**config.mk**
```make
export PLATFORM = sky130hd
export DESIGN_NAME = serial_sub
export DESIGN_NICKNAME = d
export VERILOG_FILES = /design/src/rtl/serial_sub_pkg.sv /design/src/rtl/fs_cell.sv /design/src/rtl/serial_sub.sv
export SDC_FILE = /design/constraint.sdc
export NUM_CORES = 1
export LEC_CHECK = 0
export BUFFER_PORTS_ARGS = -buffer_cell sky130_fd_sc_hd__buf_2
export CAP_MARGIN = 25
export CORE_MARGIN = 2
export CORE_UTILIZATION = 30
export DETAILED_ROUTE_END_ITERATION = 10
export GPL_TIMING_DRIVEN = 0
export PLACE_DENSITY_LB_ADDON = 0.3
export SLEW_MARGIN = 20
export SYNTH_ARGS = -nofsm -noshare
export SYNTH_HDL_FRONTEND = slang
export SYNTH_SLANG_ARGS = --single-unit
export TNS_END_PERCENT = 20
```
**constraint.sdc**
```tcl
create_clock -name clk -period 3.5 [get_ports clk]
set_input_delay 0.175 -clock clk [delete_from_list [all_inputs] [get_ports clk]]
set_output_delay 0.175 -clock clk [all_outputs]
set_load 0.02 [all_outputs]
```
**src/rtl/serial_sub_pkg.sv**
```systemverilog
`default_nettype none
// ============================================================================
// Module   : serial_sub_pkg
// Brief    : Shared types and constants for the bit-serial subtractor
// Revision : 1.0 - initial release
// ============================================================================
package serial_sub_pkg;

    // Default operand/result width
    localparam int c_default_n = 8;

    // Controller states; encodings are fixed so they stay stable across builds
    typedef enum logic [1:0] {
        ST_IDLE = 2'd0,
        ST_RUN  = 2'd1,
        ST_DONE = 2'd2
    } state_t;

endpackage : serial_sub_pkg
`default_nettype wire

```
**src/rtl/fs_cell.sv**
```systemverilog
`default_nettype none
// ============================================================================
// Module   : fs_cell
// Brief    : Combinational one-bit full subtractor (difference and borrow)
// Revision : 1.0 - initial release
// ============================================================================
module fs_cell (
    input  logic x,
    input  logic y,
    input  logic c,
    output logic d,
    output logic borrow
);

    // Difference bit of x - y - c
    assign d      = x ^ y ^ c;
    // Borrow out: x smaller than y, or equal bits with a pending borrow
    assign borrow = (~x & y) | (~(x ^ y) & c);

endmodule : fs_cell
`default_nettype wire

```
**src/rtl/serial_sub.sv**
```systemverilog
`default_nettype none
// ============================================================================
// Module   : serial_sub
// Brief    : Bit-serial N-bit subtractor (a - b - bin), LSB first, one bit per
//            clock through a single shared full-subtractor cell, with a
//            start/busy/done handshake.
// Revision : 1.0 - initial release
// ============================================================================
module serial_sub
    import serial_sub_pkg::*;
#(
    parameter int N = c_default_n
) (
    input  logic         clk,
    input  logic         rst,
    input  logic         start,
    input  logic [N-1:0] a,
    input  logic [N-1:0] b,
    input  logic         bin,
    output logic         busy,
    output logic         done,
    output logic [N-1:0] diff,
    output logic         bout
);

    localparam int             c_cw       = (N > 1) ? $clog2(N) : 1;
    localparam logic [c_cw-1:0] c_cnt_last = c_cw'(N - 1);

    state_t          r_state;
    state_t          w_state_next;
    logic            w_accept;
    logic            w_last;

    logic [N-1:0]    r_a;
    logic [N-1:0]    r_b;
    logic [N-1:0]    r_d;
    logic            r_br;
    logic [c_cw-1:0] r_cnt;
    logic [N-1:0]    r_diff;
    logic            r_bout;

    logic            w_cell_d;
    logic            w_cell_borrow;

    // The single shared cell sees the current LSBs and the carried borrow
    fs_cell u_fs_cell (
        .x      (r_a[0]),
        .y      (r_b[0]),
        .c      (r_br),
        .d      (w_cell_d),
        .borrow (w_cell_borrow)
    );

    // Final bit of an operation is being processed on this edge
    assign w_last = (r_state == ST_RUN) && (r_cnt == c_cnt_last);

    // Next-state logic; start is honoured only in IDLE and DONE
    always_comb begin
        w_state_next = r_state;
        w_accept     = 1'b0;
        case (r_state)
            ST_IDLE: begin
                if (start) begin
                    w_state_next = ST_RUN;
                    w_accept     = 1'b1;
                end
            end
            ST_RUN: begin
                if (w_last) begin
                    w_state_next = ST_DONE;
                end
            end
            ST_DONE: begin
                if (start) begin
                    w_state_next = ST_RUN;
                    w_accept     = 1'b1;
                end else begin
                    w_state_next = ST_IDLE;
                end
            end
            default: begin
                w_state_next = ST_IDLE;
            end
        endcase
    end

    // State, operand shifters, counter, borrow flop and result registers
    always_ff @(posedge clk) begin
        if (rst) begin
            r_state <= ST_IDLE;
            r_a     <= '0;
            r_b     <= '0;
            r_d     <= '0;
            r_br    <= 1'b0;
            r_cnt   <= '0;
            r_diff  <= '0;
            r_bout  <= 1'b0;
        end else begin
            r_state <= w_state_next;
            if (w_accept) begin
                r_a   <= a;
                r_b   <= b;
                r_br  <= bin;
                r_cnt <= '0;
            end else if (r_state == ST_RUN) begin
                r_a   <= {1'b0, r_a[N-1:1]};
                r_b   <= {1'b0, r_b[N-1:1]};
                r_d   <= {w_cell_d, r_d[N-1:1]};
                r_br  <= w_cell_borrow;
                r_cnt <= r_cnt + c_cw'(1);
                if (w_last) begin
                    r_diff <= {w_cell_d, r_d[N-1:1]};
                    r_bout <= w_cell_borrow;
                end
            end
        end
    end

    assign busy = (r_state == ST_RUN);
    assign done = (r_state == ST_DONE);
    assign diff = r_diff;
    assign bout = r_bout;

endmodule : serial_sub
`default_nettype wire

```
== Word level (Yosys, flattened, before mapping) ==
Cells that the tools add are included.

* Flip-flop bits (word level): 39
* Input port bits: 20
* Output and inout port bits: 11
* Word-level logic and storage cells: 42

* Add/sub/neg operators: 1
* Eq/ne operators: 5
* Muxes and demuxes: 12
* Bitwise logic cells: 8
* Reductions and logical operators: 8

{| class="wikitable"
|+ Operators by type and width
! cell !! number
|-
| 8-bit 2-to-1 mux || 4
|-
| 2-bit one-hot mux with 3 select lines || 1
|-
| 1-bit 2-to-1 mux || 5
|-
| 2-bit 2-to-1 mux || 2
|-
| 2-bit AND reduction || 2
|-
| 2-bit OR reduction || 2
|-
| 3-bit by 1-bit adder with 3-bit output (second input constant) || 1
|-
| 3-bit equality test (second input constant) || 1
|-
| 1-bit inverter || 3
|-
| 3-bit AND reduction || 1
|-
| 1-bit AND || 2
|-
| 2-bit by 1-bit equality test with 1-bit output (second input constant) || 1
|-
| 2-bit equality test (second input constant) || 1
|-
| 2-bit zero test || 1
|-
| 2-bit by 1-bit != test with 1-bit output (second input constant) || 1
|-
| 2-bit != test (second input constant) || 1
|-
| 2-bit nonzero test || 1
|-
| 1-bit bitwise XOR || 2
|-
| 1-bit logical AND || 1
|-
| 1-bit OR || 1
|}

== Longest topological paths before layout ==
Gate-level depths: netlist (run 1).

* Depth in word-level cells: 6
* Gate-level depth with buffers: 6
* Mapped depth without buffers: 5

== Modules after synthesis ==
From an unflattened synthesis (run 1), not the netlist that was laid out.

* Cell total of the unflattened synthesis: 181
* Area, all modules: 1564.0 µm²

{| class="wikitable"
|+ By module, submodules not included
! module !! instances !! cells each !! area each (µm²) !! seq. area each (µm²)
|-
| serial_sub || 1 || 177 || 1532.7 || 760.7
|-
| fs_cell || 1 || 4 || 31.3 || 0.0
|}

== Least setup slack after synthesis (run 1) ==
Ideal clock, no wire load.

* Kind: reg-to-reg
* Start point: register r_cnt[0]
* End point: register r_state[0]
* Arrival time: 1.091 ns
* Required time: 3.372 ns
* Setup slack: 2.281 ns
* Stages on the path, launching flop included: 6
* Path buffers: 1
* Period minus slack after synthesis: 1.219 ns
* Cells stage by stage: dfxtp_1 > ha_1 > ha_1 > buf_1 > o21a_1 > nor2_1

* Cells in the longest elaborated chain, start to end: 4

{| class="wikitable"
|+ RTL lines
! element !! line !! RTL
|-
| from (decl) || serial_sub.sv:38 || <nowiki>logic [c_cw-1:0] r_cnt;</nowiki>
|-
| from (signal assigned) || serial_sub.sv:110 || <nowiki>r_cnt <= r_cnt + c_cw'(1);</nowiki>
|-
| 3-bit equality test || serial_sub.sv:55 || <nowiki>assign w_last = (r_state == ST_RUN) && (r_cnt == c_cnt_last);</nowiki>
|-
| 1-bit logical AND || serial_sub.sv:55 ||
|-
| 2-bit by 1-bit != test with 1-bit output (no line) || - ||
|-
| 2-bit AND reduction (no line) || - ||
|-
| to (signal assigned) || serial_sub.sv:99 || <nowiki>r_state <= w_state_next;</nowiki>
|-
| to (decl) || serial_sub.sv:29 || <nowiki>state_t r_state;</nowiki>
|}

No other way between the ends.
A chain may end at the register's enable or synchronous reset.

== Worst setup path in the final report (run 1) ==
* Start point: register r_state[0]
* End point: output busy

* Cells in the longest elaborated chain, start to end: 1

{| class="wikitable"
|+ RTL lines
! element !! line !! RTL
|-
| 2-bit by 1-bit equality test with 1-bit output || serial_sub.sv:119 || <nowiki>assign busy = (r_state == ST_RUN);</nowiki>
|-
| to (decl) || serial_sub.sv:20 || <nowiki>output logic busy,</nowiki>
|}

No other way between the ends.

==> results of run 1 <==
[cells in the mapped netlist, types with 2 or more instances]
library cell,count,share of area (%)
dfxtp_1,38,49
nand2_1,36,8.8
a21oi_1,20,6.5
nor3_1,13,4.2
nand3_1,12,3.9
nor2_1,9,2.2
a311oi_1,5,2.8
buf_2,5,1.6
mux2i_1,4,2.6
o22ai_1,4,1.6
a22oi_1,3,1.5
a311oi_2,3,2.9
clkbuf_1,3,0.73
buf_4,2,0.97
buf_6,2,1.5
ha_1,2,1.6
inv_1,2,0.49
nand2b_1,2,0.81
nor2b_1,2,0.81
[where the power goes]
| group | leakage (nW) | internal [mW] | switching (mW) |
|---|---|---|---|
| clock | 0.0482 | 0.159 | 0.152 |
| combinational | 0.370 | 0.0473 | 0.0637 |
| sequential | 0.310 | 0.453 | 0.0111 |
| total | 0.728 | 0.659 | 0.227 |
[layout by cell type, fill, tap and decap left out]
cell       netlist  layout
dfxtp_1         38      38
nand2_1         36      36
buf_2            5      34
a21oi_1         20      20
nor3_1          13      13
nand3_1         12      12
nor2_1           9       9
clkbuf_8         0       6
a311oi_1         5       5
clkbuf_1         3       4
mux2i_1          4       4
o22ai_1          4       4
a311oi_2         3       3
a22oi_1          3       3
nand2b_1         2       2
buf_6            2       2
nor2b_1          2       2
inv_1            2       2
buf_4            2       2
ha_1             2       2
clkinv_4         1       1
buf_8            1       1
a2bb2oi_1        1       1
buf_1            1       1
nand3b_1         1       1
o21a_1           1       1
xnor2_1          1       1
fa_1             1       1
clkinv_2         0       1
[per-layer routing]
| layer | track usage, % | vias to the layer above | part of all wire (%) |
|---|---|---|---|
| met5 | 0 | - | 0 |
| met3 | 3.57 | 6 | 3.4 |
| li1 | - | 680 | - |
| met2 | 20.2 | 16 | 45 |
| met4 | 4.68 | 0 | 1.7 |
| met1 | 17.9 | 590 | 50 |
[cell families after synthesis]
kind of cell / count (synthesis) / share of synthesized area [%]
AOI/OAI and AO/OA: 37 / 16.4
xor gates and xnor gates: 1 / 0.568
adders and majority gates: 3 / 2.92
buffers and inverters: 17 / 7.06
DFF: 38 / 49.3
muxes: 4 / 2.60
and+or+nand+nor: 75 / 21.2
[stage by stage]
step                      setup WS, ns  power, mW  instances  instance area (um^2)  utilization (%)
after floorplan                   2.28      0.552        175                  1540                -
after global placement            2.06      0.587        274                  1780             35.2
after detailed placement          2.01      0.586        274                  1780             35.2
after CTS                         1.89      0.896        282                  1870             37.0
after global routing              1.81      0.925        282                  1870             37.0
final                             1.91      0.886        282                  1870             37.0
[sequential cells by signal, summed over array words and instances, names as in the netlist]
| signal | count |
|---|---|
| r_d | 7 |
| diff | 8 |
| r_b | 8 |
| r_br | 1 |
| r_a | 8 |
| r_cnt | 3 |
| bout | 1 |
| r_state | 2 |
[worst reg2reg max path: stages, from the launching register on]
cell and delay [ns]:
dfxtp_1 0.35, ha_1 0.18, ha_1 0.20, buf_1 0.38, nand3_1 0.14, a21oi_1 0.17
[final timing paths]
check        slack, ns                    start  cells past startpoint                   end
min               0.16                     a[6]                      3   r_a[6]$_SDFFE_PP0P_
min reg2reg       0.45     diff[1]$_SDFFE_PP0P_                      2  diff[1]$_SDFFE_PP0P_
max               1.91  r_state[0]$_SDFFE_PP0P_                      5                  busy
max reg2reg       2.02    r_cnt[0]$_SDFFE_PP0N_                      5  diff[4]$_SDFFE_PP0P_
[area by class of cell]
type | count | area share, %
clock buffers | 7 | 4.62
well taps | 70 | 4.69
inverters | 3 | 0.871
plain buffers | 14 | 4.96
multi-input cells | 120 | 36.1
repair buffers | 29 | 7.77
flip-flops and latches | 38 | 40.8
clock inverters | 1 | 0.268
==> flow_summary.yaml, run 1 <==
worst_setup_path:
  cpMostUsedCell: "buf_2"
  cp-start-kind: "register"
  cp_num_buf_inv: 4
  required_ns: 3.32
  critical_path.max_fanout: 10
  crit_slowest_cell: "dfxtp_1"
  slowest_delay_ns: 0.39
  path_class: "reg -> out"
  crit_chain: "nand2b_1, buf_6, clkinv_4, buf_2, buf_2"
  arrival_ns: 1.42
  crit_family: "buffers and inverters"
  critPathCaptureType: "output pin"
clocking:
  cts_hold_buffers: 0
  cts_tree: "done"
  numCtsBuffers: 5
  clock-sinks: 38
  cts-root-buf: "clkbuf_8"
  cts_setup_buffers: 0
  clk_path_buf_depth: 2
  post_cts_resized: 0
  clk_latency_ns: 0.29
  cts.clk_slew.worst_paths_ns: 0.07
  htree_num_levels: 2
yosys:
  synth_seq_cells: 38
  syn_nets: 198
  async_flop_share_pct: 0
  synth_area_um2: 1540
  ys.flop_type: "dfxtp_1"
  synth-seq-area-share_pct: 49.3
  syn_area_per_cell_um2: 8.82
  yosys_warnings: 0
  synth_cell_types: 27
  syn_inst: 175
  synth_edf_count: 0
flow_run:
  max_cap_violations: 0
global_route:
  grt_pass1_wl_mm: 5.55
  antenna_found_initial: 0
  grt_max_degree: 12
  grt_usage_pct: 13.2
  grt_overflow: 0
  grt_pass1_vias: 1128
timing:
  whs_ns: 0.163
  worst_pin_slew_ns: 0.484
  fin_skew_ns: 0.00434
  finalCritPeriodShare_pct: 45.5
  finalSetupTns_ns: 0
  finalHoldViolations: 0
  rsz0062_at_grt: "no"
  min_period_ns: 1.59
  finalSetupViolations: 0
  max_slew_margin_pct: 67.7
  clock.fmax_ghz: 0.627
  drv_slew: 0
layout:
  regArea_um2: 761
  layout-drive-gt1-share_pct: 23.6
  fin_nets: 234
  n_antenna_cell: 0
  layout.filler_cells: 536
  multi_input_area_um2: 673
  area_delta_synth_final_pct: 21.0
routing:
  firstDrtPassIters: 4
  routed_via_density: 4.58
  drt_iter0_drc: 63
  drtAntennaViolNets: 0
  avgRoutedWirePerCell_um: 12.4
  vias: 1292
  drc_errors: 0
  wirelength_mm: 3.49
outcome:
  status: "finished clean"
die:
  coreArea_um2: 5040
  dieWidth_um: 75.7
  initial_core_util_pct: 30.6
  num_io_pins: 31
  die-height_um: 75.7
  die_area_um2: 5730
  num_rows: 26
place:
  post-dp-hpwl_mm: 2.43
  place_congestion: 0.719
  port_buffers: 29
power:
  p_leak_nw: 0.728
  cellPowerDensity_nw_per_um2: 474
  ir_drop_mv: 0.189
min_path:
  hp-class: "in -> reg"
No activity file was read; power rests on OpenSTA's default activity.
==> run 2: changes to the inputs <==
==> constraint.sdc (replaced) <==
create_clock -name clk -period 1.3 [get_ports clk]
set_input_delay 0.065 -clock clk [delete_from_list [all_inputs] [get_ports clk]]
set_output_delay 0.065 -clock clk [all_outputs]
set_load 0.02 [all_outputs]
==> run 2 against run 1 <==
  * Die area did not move
  * Clock power rose to 2.7 times the previous value
  * Sequential power rose to 2.7 times the previous value
  * First-iteration DRC count rose by 27%
  * Routed wire length rose by 5.9%
  * Clock skew rose by 0.00065 ns
  * Register-to-register slack got worse by 2.0 ns
  * Cell area rose by 9.6%
  * Critical path depth did not move
  * Global-route usage rose by 0.22 points
  * Core utilization rose by 3.5 points
  * Critical endpoint unchanged
  * Largest cell class unchanged
==> flow_summary.yaml, run 2 (synthesized netlist as in run 1, its figures left out) <==
timing:
  fin_skew_ns: 0.00499
  drv_slew: 0
  finalSetupTns_ns: 0
  clock.fmax_ghz: 0.785
  finalSetupViolations: 0
  worst_pin_slew_ns: 0.534
  whs_ns: 0.0517
  min_period_ns: 1.27
  rsz0062_at_grt: "yes"
  finalCritPeriodShare_pct: 97.9
  max_slew_margin_pct: 64.4
  finalHoldViolations: 0
clocking:
  cts-root-buf: "clkbuf_8"
  clk_path_buf_depth: 2
  numCtsBuffers: 5
  clock-sinks: 38
  cts.clk_slew.worst_paths_ns: 0.07
  htree_num_levels: 2
  cts_tree: "done"
  clk_latency_ns: 0.29
die:
  num_io_pins: 31
  num_rows: 26
  coreArea_um2: 5040
  die-height_um: 75.7
  initial_core_util_pct: 30.6
  die_area_um2: 5730
  dieWidth_um: 75.7
global_route:
  grt_overflow: 0
  grt_pass1_vias: 1169
  grt_pass1_wl_mm: 5.66
  grt_usage_pct: 13.4
  antenna_found_initial: 0
  grt_max_degree: 12
min_path:
  min_from: "a[6]"
  hp-class: "in -> reg"
layout:
  layout.filler_cells: 520
  fin_util_pct: 40.6
  area_delta_synth_final_pct: 32.6
  layout_commonest_cell: "nand2_1"
  layout_common_cells: "nand2_1, dfxtp_1, buf_2"
  fin_nets: 239
  design_area_um2: 2050
  layout-drive-gt1-share_pct: 32.7
  n_antenna_cell: 0
power:
  ir_drop_mv: 0.517
  cellPowerDensity_nw_per_um2: 1200
  p_total_mw: 2.45
  p_leak_nw: 0.781
routing:
  drtAntennaViolNets: 0
  routed_via_density: 4.65
  firstDrtPassIters: 5
  wirelength_mm: 3.69
  drc_errors: 0
  drt_iter0_drc: 80
  vias: 1334
  avgRoutedWirePerCell_um: 12.9
worst_setup_path:
  required_ns: 1.24
  critical_path.max_fanout: 10
  timing.rr.start: "r_state[1]$_SDFFE_PP0P_"
  path_class: "reg -> out"
  cp-start-kind: "register"
  arrival_ns: 1.21
  critPathCaptureType: "output pin"
  crit_start: "r_state[1]$_SDFFE_PP0P_"
place:
  placed_area_um2: 1780
  post-dp-hpwl_mm: 2.43
  place_congestion: 0.719
  port_buffers: 29
outcome:
  status: "finished clean"
flow_run:
  max_cap_violations: 0
==> run 2: worst paths after layout <==
check | slack, ns | to | depth (start not counted)
min | 0.05 | r_a[6]$_SDFFE_PP0P_ | 3
max reg2reg | 0.06 | r_a[1]$_SDFFE_PP0P_ | 6
min reg2reg | 0.45 | diff[1]$_SDFFE_PP0P_ | 2
max | 0.03 | busy | 5
==> run 2: layout make-up <==
class                      instances  area [um^2]  share of cell area (%)
buffer                            14          120                    5.87
clock buffer                       7         86.3                    4.22
clock inverter                     1         5.00                   0.245
inverter                           3         23.8                    1.16
multi-input combinational        120          744                    36.4
sequential                        38          764                    37.4
tap                               70         87.6                    4.28
timing repair buffer              34          214                    10.5
==> run 2: layer usage <==
| layer | up-vias | GRT usage [%] | routed length [um] | part of all wire [%] |
|---|---|---|---|---|
| li1 | 690 | - | - | - |
| met1 | 619 | 18.0 | 1770 | 48 |
| met2 | 19 | 20.8 | 1730 | 47 |
| met3 | 6 | 3.57 | 131 | 3.5 |
| met4 | 0 | 4.68 | 57 | 1.5 |
| met5 | - | 0 | 0 | 0 |
==> run 2: through the flow <==
stage / worst slack [ns] / cells
6_report: 0.0269 / 287
5_1_grt: -0.0123 / 287
4_1_cts: -0.00323 / 285
3_5_place_dp: -0.193 / 274
3_3_place_gp: -0.138 / 274
2_1_floorplan: 0.0809 / 175
==> run 2: worst max-delay path, stage by stage (launching register included) <==
cell,delay (ns)
dfxtp_2,0.34
nand2b_4,0.12
buf_6,0.12
clkinv_8,0.07
buf_8,0.14
buf_6,0.13
==> run 2: where the power goes <==
group	internal (mW)	leakage (nW)	switching [mW]
registers	1.22	0.311	0.0349
clock network	0.428	0.0482	0.411
logic	0.167	0.422	0.188
==> run 2: what timing repair did <==
item | in CTS | in global routing
gates resized for setup | 12 | 20
hold buffers | 0 | 0
endpoints found under the setup margin | 13 | 29
pin swaps | 1 | 1
gates cloned | 0 | 1
buffers inserted | 3 | 1
